$ cat src/rtl/cw310_crypto_seq.sv
// Crypto-domain sequencer: go pulse -> optional key expansion -> encrypt -> done; CRYPTO_SEQ_CYCLECNT_EN adds RUN-length measurement.
// Latency: core_init_o 1 cycle after start (key reused) or 1 cycle after key ready; done_o 1 cycle after core done.
// Backpressure: none; a start while busy is dropped and flagged in overrun_o, a stalled core is aborted by the watchdog.
module cw310_crypto_seq #(
    parameter int pKEY_WIDTH     = 128,
    parameter int pPT_WIDTH      = 128,
    parameter int pCT_WIDTH      = 128,
    parameter int pTIMEOUT_WIDTH = 16,
    parameter logic [pTIMEOUT_WIDTH-1:0] pTIMEOUT = 16'hFFFF
) (
    input  logic                      crypto_clk,
    input  logic                      reset_n_i,
    input  logic                      start_i,
    input  logic [pKEY_WIDTH-1:0]     key_i,
    input  logic [pPT_WIDTH-1:0]      textin_i,
    output logic [pKEY_WIDTH-1:0]     core_key_o,
    output logic [pPT_WIDTH-1:0]      core_text_o,
    output logic                      core_key_init_o,
    input  logic                      core_key_ready_i,
    output logic                      core_init_o,
    input  logic                      core_done_i,
    input  logic [pCT_WIDTH-1:0]      core_result_i,
    output logic [pCT_WIDTH-1:0]      cipherout_o,
    output logic [pPT_WIDTH-1:0]      textout_o,
    output logic                      done_o,
    output logic                      busy_o,
    output logic                      ready_o,
    output logic                      trig_o,
    output logic                      err_o,
    output logic                      overrun_o,
    output logic [pTIMEOUT_WIDTH-1:0] cycles_o
);

    typedef enum logic [2:0] {
        S_IDLE,
        S_KEYINIT,
        S_KEYWAIT,
        S_INIT,
        S_RUN,
        S_DONE
    } state_t;

    localparam logic [pTIMEOUT_WIDTH-1:0] WD_LIMIT = pTIMEOUT - 1'b1;

    state_t                    state;
    state_t                    state_nx;
    logic                      key_valid;
    logic [pTIMEOUT_WIDTH-1:0] wdog;
    logic                      accept;
    logic                      timeout;
    logic                      wd_hit;

    assign wd_hit = (wdog == WD_LIMIT);

    always_ff @(posedge crypto_clk or negedge reset_n_i) begin
        if (!reset_n_i) begin
            state <= S_IDLE;
        end else begin
            state <= state_nx;
        end
    end

    // Completion is tested before the watchdog so a done/ready on the limit cycle still succeeds.
    always_comb begin
        state_nx = state;
        accept   = 1'b0;
        timeout  = 1'b0;
        case (state)
            S_IDLE: begin
                if (start_i) begin
                    accept   = 1'b1;
                    state_nx = (!key_valid || (key_i != core_key_o)) ? S_KEYINIT : S_INIT;
                end
            end
            S_KEYINIT: state_nx = S_KEYWAIT;
            S_KEYWAIT: begin
                if (core_key_ready_i) begin
                    state_nx = S_INIT;
                end else if (wd_hit) begin
                    timeout  = 1'b1;
                    state_nx = S_IDLE;
                end
            end
            S_INIT: state_nx = S_RUN;
            S_RUN: begin
                if (core_done_i) begin
                    state_nx = S_DONE;
                end else if (wd_hit) begin
                    timeout  = 1'b1;
                    state_nx = S_IDLE;
                end
            end
            S_DONE:  state_nx = S_IDLE;
            default: state_nx = S_IDLE;
        endcase
    end

    assign ready_o = (state == S_IDLE);
    assign busy_o  = !ready_o;
    assign trig_o  = (state == S_INIT) || (state == S_RUN);

    always_ff @(posedge crypto_clk or negedge reset_n_i) begin
        if (!reset_n_i) begin
            key_valid       <= 1'b0;
            core_key_o      <= '0;
            core_text_o     <= '0;
            cipherout_o     <= '0;
            textout_o       <= '0;
            err_o           <= 1'b0;
            overrun_o       <= 1'b0;
            wdog            <= '0;
            core_key_init_o <= 1'b0;
            core_init_o     <= 1'b0;
            done_o          <= 1'b0;
        end else begin
            core_key_init_o <= (state_nx == S_KEYINIT);
            core_init_o     <= (state_nx == S_INIT);
            done_o          <= (state_nx == S_DONE);

            if (accept) begin
                core_key_o  <= key_i;
                core_text_o <= textin_i;
                err_o       <= 1'b0;
                overrun_o   <= 1'b0;
            end else if (start_i) begin
                overrun_o   <= 1'b1;
            end

            if (timeout) begin
                err_o     <= 1'b1;
                key_valid <= 1'b0;
            end else if ((state == S_KEYWAIT) && core_key_ready_i) begin
                key_valid <= 1'b1;
            end

            if ((state == S_RUN) && core_done_i) begin
                cipherout_o <= core_result_i;
                textout_o   <= core_text_o;
            end

            // KEYINIT and INIT always precede the two wait states, so clearing there gives count 0 on entry.
            if ((state == S_KEYINIT) || (state == S_INIT)) begin
                wdog <= '0;
            end else if ((state == S_KEYWAIT) || (state == S_RUN)) begin
                wdog <= wdog + 1'b1;
            end
        end
    end

`ifdef CRYPTO_SEQ_CYCLECNT_EN
    logic [pTIMEOUT_WIDTH-1:0] run_cnt;

    // run_cnt holds the RUN cycles before the current one; the done cycle itself adds one.
    always_ff @(posedge crypto_clk or negedge reset_n_i) begin
        if (!reset_n_i) begin
            run_cnt  <= '0;
            cycles_o <= '0;
        end else begin
            if (state == S_INIT) begin
                run_cnt <= '0;
            end else if ((state == S_RUN) && (run_cnt != '1)) begin
                run_cnt <= run_cnt + 1'b1;
            end
            if ((state == S_RUN) && core_done_i) begin
                cycles_o <= (run_cnt == '1) ? run_cnt : run_cnt + 1'b1;
            end
        end
    end
`else
    assign cycles_o = '0;
`endif

endmodule

$ cat config.mk
export PLATFORM = sky130hd
export DESIGN_NAME = cw310_crypto_seq
export DESIGN_NICKNAME = d
export VERILOG_FILES = /design/src/rtl/cw310_crypto_seq.sv
export SDC_FILE = /design/constraint.sdc
export NUM_CORES = 1
export LEC_CHECK = 0
export BUFFER_PORTS_ARGS = -buffer_cell sky130_fd_sc_hd__clkbuf_2
export CORE_AREA = 2 2 360 362
export DETAILED_ROUTE_END_ITERATION = 7
export DIE_AREA = 0 0 362 364
export SKIP_CTS_REPAIR_TIMING = 1
export SYNTH_ARGS = -nofsm -noshare
export SYNTH_HDL_FRONTEND = slang
export SYNTH_SLANG_ARGS = --single-unit
export TNS_END_PERCENT = 1
$ cat constraint.sdc
create_clock -name crypto_clk -period 2.2 [get_ports crypto_clk]
set_input_delay 0.44 -clock crypto_clk [delete_from_list [all_inputs] [get_ports crypto_clk]]
set_output_delay 0.44 -clock crypto_clk [all_outputs]
set_load 0.02 [all_outputs]
**After elaboration in Yosys (flattened, before gate mapping)**

Cells that the tools add are included.

- Register bits after elaboration: 537
- Output and inout port bits: 536
- Logic and storage cells: 55

- $add $sub $neg: 1
- Reductions and logical operators: 13
- Eq/ne operators: 9
- Muxes and demuxes: 20

Operators with widths:

| cell | count |
|---|---|
| $ne A128 B128 Y1 | 1 |
| $mux W16 | 2 |
| $add A16 B1 Y16 const B | 1 |
| $eq A16 B16 Y1 const B | 1 |
| $pmux W3 S5 | 1 |
| $mux W3 | 4 |
| $mux W1 | 11 |
| $eq A3 B2 Y1 const B | 3 |
| $reduce_bool A2 Y1 | 4 |
| $eq A3 B1 Y1 const B | 2 |
| $eq A3 B3 Y1 const B | 2 |
| $logic_or A1 B1 Y1 | 4 |
| $logic_not A3 Y1 | 1 |
| $logic_and A1 B1 Y1 | 2 |
| $logic_not A1 Y1 | 2 |
| $mux W2 | 1 |
| $pmux W1 S2 | 1 |

**Longest topological paths before layout**

Gate-level depths: netlist (run 1).

- Word-level depth: 6
- Mapped depth: 9
- Mapped depth without buffers: 7

**Least setup slack after synthesis (run 1)**

OpenSTA, ideal clock, no wires.

- Path kind: register to register
- Start: register state[0]
- End: register core_key_o[0]
- Slack: 0.176 ns
- Clock period less this slack: 2.024 ns
- Data required time: 2.083 ns
- Buffers on the path: 3
- Cell stages (with the launch flop): 8
- Arrival time: 1.907 ns
- Path through: dfrtp_1 > buf_2 > nor3_1 > nand2_1 > clkbuf_1 > clkbuf_1 > nand2_1 > nand2_1

- Word-level cells in the longest chain between the ends: 2

Ends and longest elaborated chain:

| what | RTL line | text |
|---|---|---|
| start: declaration | 45 | `state_t state;` |
| start signal: assignment | 59 | `state <= state_nx;` |
| $logic_not A3 Y1 | n/a |  |
| via ready_o | 27 | `output logic ready_o,` |
| $mux W1 | 68 | `case (state)` |
| end signal: assignment | 121 | `core_key_o <= key_i;` |
| end: declaration | 16 | `output logic [pKEY_WIDTH-1:0] core_key_o,` |

The timed path passes the listed nets, and every way through them passes these cells.
A chain may end at the register's enable or synchronous reset.

**Worst setup path after layout (run 1)**

- Start: register core_key_o[106]
- End: register core_key_init_o

- Word-level cells in the longest chain between the ends: 6

Ends and longest elaborated chain:

| what | RTL line | text |
|---|---|---|
| $ne A128 B128 Y1 | 72 | `state_nx = (!key_valid \|\| (key_i != core_key_o)) ? S_KEYINIT : S_INIT;` |
| $logic_or A1 B1 Y1 | 72 |  |
| $mux W2 | 72 |  |
| $mux W3 | 70 | `if (start_i) begin` |
| $pmux W3 S5 | 68 |  |
| $eq A3 B1 Y1 | 116 | `core_key_init_o <= (state_nx == S_KEYINIT);` |
| end signal: assignment | 116 |  |
| end: declaration | 18 | `output logic core_key_init_o,` |

No other way between the ends.

==> results.yml, run 1 <==
timing:
  hold_viol_final: 0
  timing.final.max_slew_violations: 0
  rsz_0062_raised_after_global_routing: "true"
  fmaxAchievable_ghz: 0.435
  timing.final.setup_violations: 3
  post-route-period-util_pct: 105
  final_period_demand_of_the_worst_path_ps: 2300
  slew_headroom_pct: 58.6
  accumulated_negative_setup_slack_ps: -180
  layout_setup_ws_ps: -101
  finClkSkew_ps: 17.9
  max_slew.worst_pin.slew_ps: 615
worst_hold_path:
  worstHoldStart: "key_i[75]"
  whs_endpoint: "core_key_o[75]"
  worst_hold_path_type: "input port to register"
  min_path_cells: 3
synth:
  netlist_top_cells_area: "sky130_fd_sc_hd__dfrtp_1 (61%), sky130_fd_sc_hd__nand2_1 (25%), sky130_fd_sc_hd__xor2_1 (3.0%), sky130_fd_sc_hd__o21ai_0 (1.4%), sky130_fd_sc_hd__buf_2 (1.1%)"
  synth_top_flop_cell: "sky130_fd_sc_hd__dfrtp_1"
  cell_types_with_the_highest_counts_after_synthesis: "sky130_fd_sc_hd__nand2_1 (1459), sky130_fd_sc_hd__dfrtp_1 (537), sky130_fd_sc_hd__xor2_1 (74)"
  synth-seq-cells: 537
  number_of_synthesized_flops_with_an_enable_pin: 0
  post_synth_inst_count: 2497
  netlist-cell-type-count: 47
  seq_total_area_yosys_pct: 61.4
  syn_area_per_cell_um2: 8.76
  yosysTopAreaCellShare_pct: 61.4
  synthesis.area_um2: 21900
  postSynth.asyncResetShare_pct: 100
  yosys.cell_count.top_type: "sky130_fd_sc_hd__nand2_1"
  count_of_yosys_warnings_during_synthesis: 0
  synth_area_leader_cell: "sky130_fd_sc_hd__dfrtp_1"
clocking:
  cts-htree-levels: 3
  cts-root-to-sink-buffers: 3
  number_of_buffers_added_by_the_clock_tree_synthesis_step: 68
  clockRootBuffer: "sky130_fd_sc_hd__clkbuf_16"
  clkSinkCount: 537
  cts_tree: "done"
  clkLatencyLatePin_ps: 650
  cts.reportedPaths.clkPinSlew_ps: 60
global_route:
  first_global_vias: 20400
  first_pass_grt_wire_length_um: 135000
  grt-ovfl-total: 0
  global_route.usage.total_pct: 13.8
  grt_max_degree: 73
  antenna_found_initial: 8
setup_path:
  startpoint_type: "register"
  critPathMaxFanout: 3
  r2r_start: "core_key_o[106]"
  worstPathCellList: "xor2_1 > nor4_1 > nand4_1 > nor4_2 > and4b_1 > nand3_2 > and2_4"
  worst-r2r-cell-count: 7
  timing.critical_path.arrival_ps: 2840
  critical_path_class: "register to register"
  path_buf_inv: 0
  path_delay_family: "simple AND/OR/NAND/NOR gates"
  crit_path_max_incr_delay_ps: 420
  critical_path.reg2reg.endpoint: "core_key_init_o"
  setup.reg_to_reg.worst_slack_ps: -100
  critical_path.slowest_cell: "sky130_fd_sc_hd__nor4_1"
  cp_data_required_time_ps: 2740
  endpoint_kind: "register"
floorplan:
  design.die.area_um2: 132000
  die_h_um: 364
  boundaryPins: 925
  rows: 132
  initial_utilization_pct: 17.1
  die_width_um: 362
  floorplan_core_area_um2: 128000
layout:
  finalInstanceArea_um2: 34500
  nFillCells: 13600
  finish.net_count: 4154
  layout-drive-gt1-share_pct: 31.1
  area_delta_synth_final_pct: 57.4
route:
  vias_per_cell: 3.97
  drt_first_pass_iters: 5
  route.detailed.drc: 0
  avgRoutedWirePerCell_um: 17.7
  route.vias.total: 21800
  drt_iter0_markers: 1606
  postRouteWirelength_um: 97100
  route.antenna.remaining_nets: 0
place:
  place.gp.congestion: 0.939
  detailed_place_hpwl_um: 75100
  detailed_place.area_um2: 29400
  io_buffer_count: 908
flow_run:
  drv.max_cap_violation_count: 0
status:
  violations_in_the_final_reports: "negative setup slack"
  status: "finished, violations left"
pwr:
  leakagePower_nw: 18.8
  power.density_nw_per_um2: 1510
  power.ir.vdd_worst_uv: 913
[layout make-up]
class / instances / area, um^2 / share of cell area, %
repair buffers: 1316 / 8560 / 24.9
clock inverters: 29 / 403 / 1.17
well taps: 1675 / 2100 / 6.08
inverters: 53 / 206 / 0.599
diodes: 6 / 15.0 / 0.0436
clock buffers: 92 / 1990 / 5.77
multi-input cells: 1787 / 7740 / 22.5
flip-flops and latches: 537 / 13400 / 39.0
[power breakdown]
part	switching (mW)	total [mW]	internal (mW)
registers	3.57	17.9	14.3
clock network	4.64	11.9	7.30
logic	15.2	22.4	7.18
total	23.4	52.2	28.8
[tightest hold or removal path, cell delays in order]
cell and delay, ps:
sky130_fd_sc_hd__clkbuf_2 90, sky130_fd_sc_hd__nand2_1 40, sky130_fd_sc_hd__nand2_1 40
[cells in the final DEF (no fill, tap or decap), types with 3 or more instances in the layout]
cell	n
sky130_fd_sc_hd__a21oi_1	5
sky130_fd_sc_hd__a221oi_1	4
sky130_fd_sc_hd__a22o_1	8
sky130_fd_sc_hd__a22oi_1	3
sky130_fd_sc_hd__and3_1	7
sky130_fd_sc_hd__buf_12	24
sky130_fd_sc_hd__buf_4	127
sky130_fd_sc_hd__bufinv_16	8
sky130_fd_sc_hd__clkbuf_1	9
sky130_fd_sc_hd__clkbuf_16	72
sky130_fd_sc_hd__clkbuf_2	906
sky130_fd_sc_hd__clkbuf_8	11
sky130_fd_sc_hd__clkinv_2	11
sky130_fd_sc_hd__clkinv_8	3
sky130_fd_sc_hd__conb_1	16
sky130_fd_sc_hd__dfrtp_1	535
sky130_fd_sc_hd__diode_2	6
sky130_fd_sc_hd__dlygate4sd3_1	256
sky130_fd_sc_hd__inv_1	52
sky130_fd_sc_hd__inv_6	3
sky130_fd_sc_hd__nand2_1	1458
sky130_fd_sc_hd__nand2b_1	4
sky130_fd_sc_hd__nand3_1	7
sky130_fd_sc_hd__nand4_1	14
sky130_fd_sc_hd__nor2_1	20
sky130_fd_sc_hd__nor2b_1	10
sky130_fd_sc_hd__nor3_1	3
sky130_fd_sc_hd__nor4_1	20
sky130_fd_sc_hd__nor4_2	3
sky130_fd_sc_hd__o21ai_0	60
sky130_fd_sc_hd__o22ai_1	20
sky130_fd_sc_hd__xnor2_1	17
sky130_fd_sc_hd__xor2_1	74
[sequential cells by signal (all words and copies together), names as in the netlist, 3 cells and up]
register     count
textout_o      128
wdog            16
core_text_o    128
state            3
core_key_o     128
cipherout_o    128
[worst max path at each step]
| stage | cells after the start | end | from |
|---|---|---|---|
| after floorplan | 7 | core_key_o[0] | state[0] |
| after global placement | 9 | core_key_init_o | key_i[90] |
| after detailed placement | 9 | core_key_init_o | key_i[90] |
| after CTS | 8 | core_key_init_o | core_key_o[90] |
| after global routing | 7 | core_key_init_o | core_key_o[106] |
| final | 7 | core_key_init_o | core_key_o[106] |
[logic make-up (layout without fill, tap and decap cells)]
kind of cell    count (synthesis)  after routing  share of synthesized area [%]
xor+xnor                       91             91                           3.64
flops                         537            537                           61.4
mux                             1              1                         0.0457
compound gates                116            116                           3.30
other cells                     1             22                         0.0171
simple gates                 1561           1561                           27.7
buf+inv                       188           1490                           3.79
fa+ha+maj                       2              2                          0.114
[metrics by stage]
stage	hold slack, ps	instances	util [%]	power (mW)	setup slack, ps
floorplan	144	2512	-	29.1	176
CTS	-344	5232	24.8	52.2	-277
global placement	407	5111	22.9	39.6	-348
global route	0.430	5495	26.8	55.4	-311
detailed placement	408	5111	22.9	39.9	-391
finish	14.3	5495	26.8	52.2	-101
[routing by layer]
metal  vias up  global-route usage (%)  wire length, um
met3       184                    4.80             8150
li1      10300                       -                -
met4         0                    5.99             3790
met2       944                    22.3            46100
met1     10500                    16.6            39100
met5         -                       0                0
No activity file was read; power rests on OpenSTA's default activity.
==> inputs of run 2 (changes only) <==
--- a/config.mk
+++ b/config.mk
@@ -9,6 +9,7 @@
 export CORE_AREA = 2 2 360 362
 export DETAILED_ROUTE_END_ITERATION = 7
 export DIE_AREA = 0 0 362 364
+export RECOVER_POWER = 100
 export SKIP_CTS_REPAIR_TIMING = 1
 export SYNTH_ARGS = -nofsm -noshare
 export SYNTH_HDL_FRONTEND = slang
==> results.yml, run 2 (synthesis gave the netlist of run 1 again) <==
floorplan:
  initial_utilization_pct: 17.1
  design.die.area_um2: 132000
  rows: 132
  boundaryPins: 925
  floorplan_core_area_um2: 128000
  die_h_um: 364
  die_width_um: 362
route:
  vias_per_cell: 3.97
  drt_first_pass_iters: 6
  postRouteWirelength_um: 97300
  avgRoutedWirePerCell_um: 17.7
  route.vias.total: 21800
  route.detailed.drc: 0
  drt_iter0_markers: 1594
  route.antenna.remaining_nets: 0
place:
  io_buffer_count: 908
  place.gp.congestion: 0.939
  detailed_place.area_um2: 29400
  setup_slack_after_placement_ps: -391
  detailed_place_hpwl_um: 75100
timing:
  timing.final.setup_violations: 4
  hold_viol_final: 0
  finClkSkew_ps: 17.3
  layout_setup_ws_ps: -73.5
  slew_headroom_pct: 13.4
  post-route-period-util_pct: 103
  fmaxAchievable_ghz: 0.440
  max_slew.worst_pin.slew_ps: 1300
  final_period_demand_of_the_worst_path_ps: 2270
  timing.final.max_slew_violations: 0
  rsz_0062_raised_after_global_routing: "true"
clocking:
  cts_tree: "done"
  clockRootBuffer: "sky130_fd_sc_hd__clkbuf_16"
  number_of_buffers_added_by_the_clock_tree_synthesis_step: 68
  cts-htree-levels: 3
  clkSinkCount: 537
  cts.reportedPaths.clkPinSlew_ps: 60
  clkLatencyLatePin_ps: 650
  cts-root-to-sink-buffers: 3
setup_path:
  critPathMaxFanout: 3
  path_buf_inv: 0
  worstPathCellList: "xor2_1 > nor4_1 > nand4_1 > nor4_2 > and4b_1 > nand3_2 > and2_4"
  critical_path_class: "register to register"
  timing.critical_path.depth: 7
  critical_path.slowest_cell: "sky130_fd_sc_hd__nor4_1"
  crit_path_max_incr_delay_ps: 410
  startpoint_type: "register"
  worst-r2r-cell-count: 7
  cp_data_required_time_ps: 2740
  path_delay_family: "simple AND/OR/NAND/NOR gates"
  timing.critical_path.arrival_ps: 2810
  endpoint_kind: "register"
layout:
  finalInstanceArea_um2: 34000
  layout-drive-gt1-share_pct: 27.1
  commonest_non_fill_non_tap_cells_in_the_layout: "sky130_fd_sc_hd__nand2_1 (1458), sky130_fd_sc_hd__clkbuf_2 (792), sky130_fd_sc_hd__dfrtp_1 (536), sky130_fd_sc_hd__dlygate4sd3_1 (256), sky130_fd_sc_hd__clkbuf_1 (160)"
  most_common_cell_after_layout_fill_and_taps_aside: "sky130_fd_sc_hd__nand2_1"
  finish.net_count: 4154
  final_core_utilization_pct: 26.5
  area_delta_synth_final_pct: 55.5
flow_run:
  drv.max_cap_violation_count: 0
global_route:
  global_route.usage.total_pct: 13.8
  antenna_found_initial: 8
  grt-ovfl-total: 0
  first_pass_grt_wire_length_um: 135000
  first_global_vias: 20400
  grt_max_degree: 73
worst_hold_path:
  min_path_cells: 3
  worst_hold_path_type: "input port to register"
status:
  status: "finished, violations left"
  violations_in_the_final_reports: "negative setup slack"
pwr:
  power.ir.vdd_worst_uv: 909
  leakagePower_nw: 18.3
  power.density_nw_per_um2: 1520
==> run 2: changes by cell type in the layout (fill, tap and decap cells not counted), moves of 4 or more <==
cell	before	now
sky130_fd_sc_hd__buf_6	1	6
sky130_fd_sc_hd__clkbuf_4	1	5
sky130_fd_sc_hd__clkbuf_2	906	792
sky130_fd_sc_hd__buf_12	24	14
sky130_fd_sc_hd__clkbuf_1	9	160
sky130_fd_sc_hd__buf_4	127	90
==> run 2: power breakdown <==
group / total [mW] / internal (mW) / switching (mW)
registers: 17.9 / 14.3 / 3.55
logic: 21.9 / 6.78 / 15.1
clock network: 11.9 / 7.30 / 4.64
total: 51.7 / 28.4 / 23.3
==> run 2: layer usage <==
| layer | up-vias | part of all wire, % | track usage, % |
|---|---|---|---|
| met2 | 965 | 47 | 22.3 |
| met1 | 10400 | 40 | 16.6 |
| met3 | 184 | 8.7 | 4.80 |
| met4 | 2 | 4.0 | 5.99 |
| li1 | 10300 | - | - |
| met5 | - | 0.014 | 0 |
==> run 2: worst paths after layout <==
check	from	end	slack, ps
min	key_i[75]	core_key_o[75]	10
min in group asynchronous	reset_n_i	textout_o[122]	680
max reg2reg	core_key_o[106]	core_key_init_o	-70
max in group asynchronous	reset_n_i	core_key_o[124]	130
min reg2reg	textout_o[78]	textout_o[78]	470
max	core_key_o[106]	core_key_init_o	-70
==> run 2: cell type report <==
cell class                      count  area (um^2)
Sequential cell                   537        13400
Inverter                           53          206
Multi-Input combinational cell   1787         7710
Clock buffer                       92         1990
Fill cell                       13700        94300
Tap cell                         1675         2100
Antenna cell                        6         15.0
Timing Repair Buffer             1316         8170
Clock inverter                     29          403
==> run 2: tightest hold or removal path: stages <==
cell	delay (ps)
sky130_fd_sc_hd__clkbuf_2	90
sky130_fd_sc_hd__nand2_1	40
sky130_fd_sc_hd__nand2_1	40
==> run 2: per-stage QoR <==
stage | power [mW] | TNS [ps] | hold slack [ps] | std cells
floorplan | 29.1 | 0 | 144 | 2512
global placement | 39.6 | -879 | 407 | 5111
detailed placement | 39.9 | -1050 | 408 | 5111
CTS | 52.2 | -922 | -344 | 5232
global route | 54.9 | -28280 | 0.430 | 5495
finish | 51.7 | -107 | 14.2 | 5495
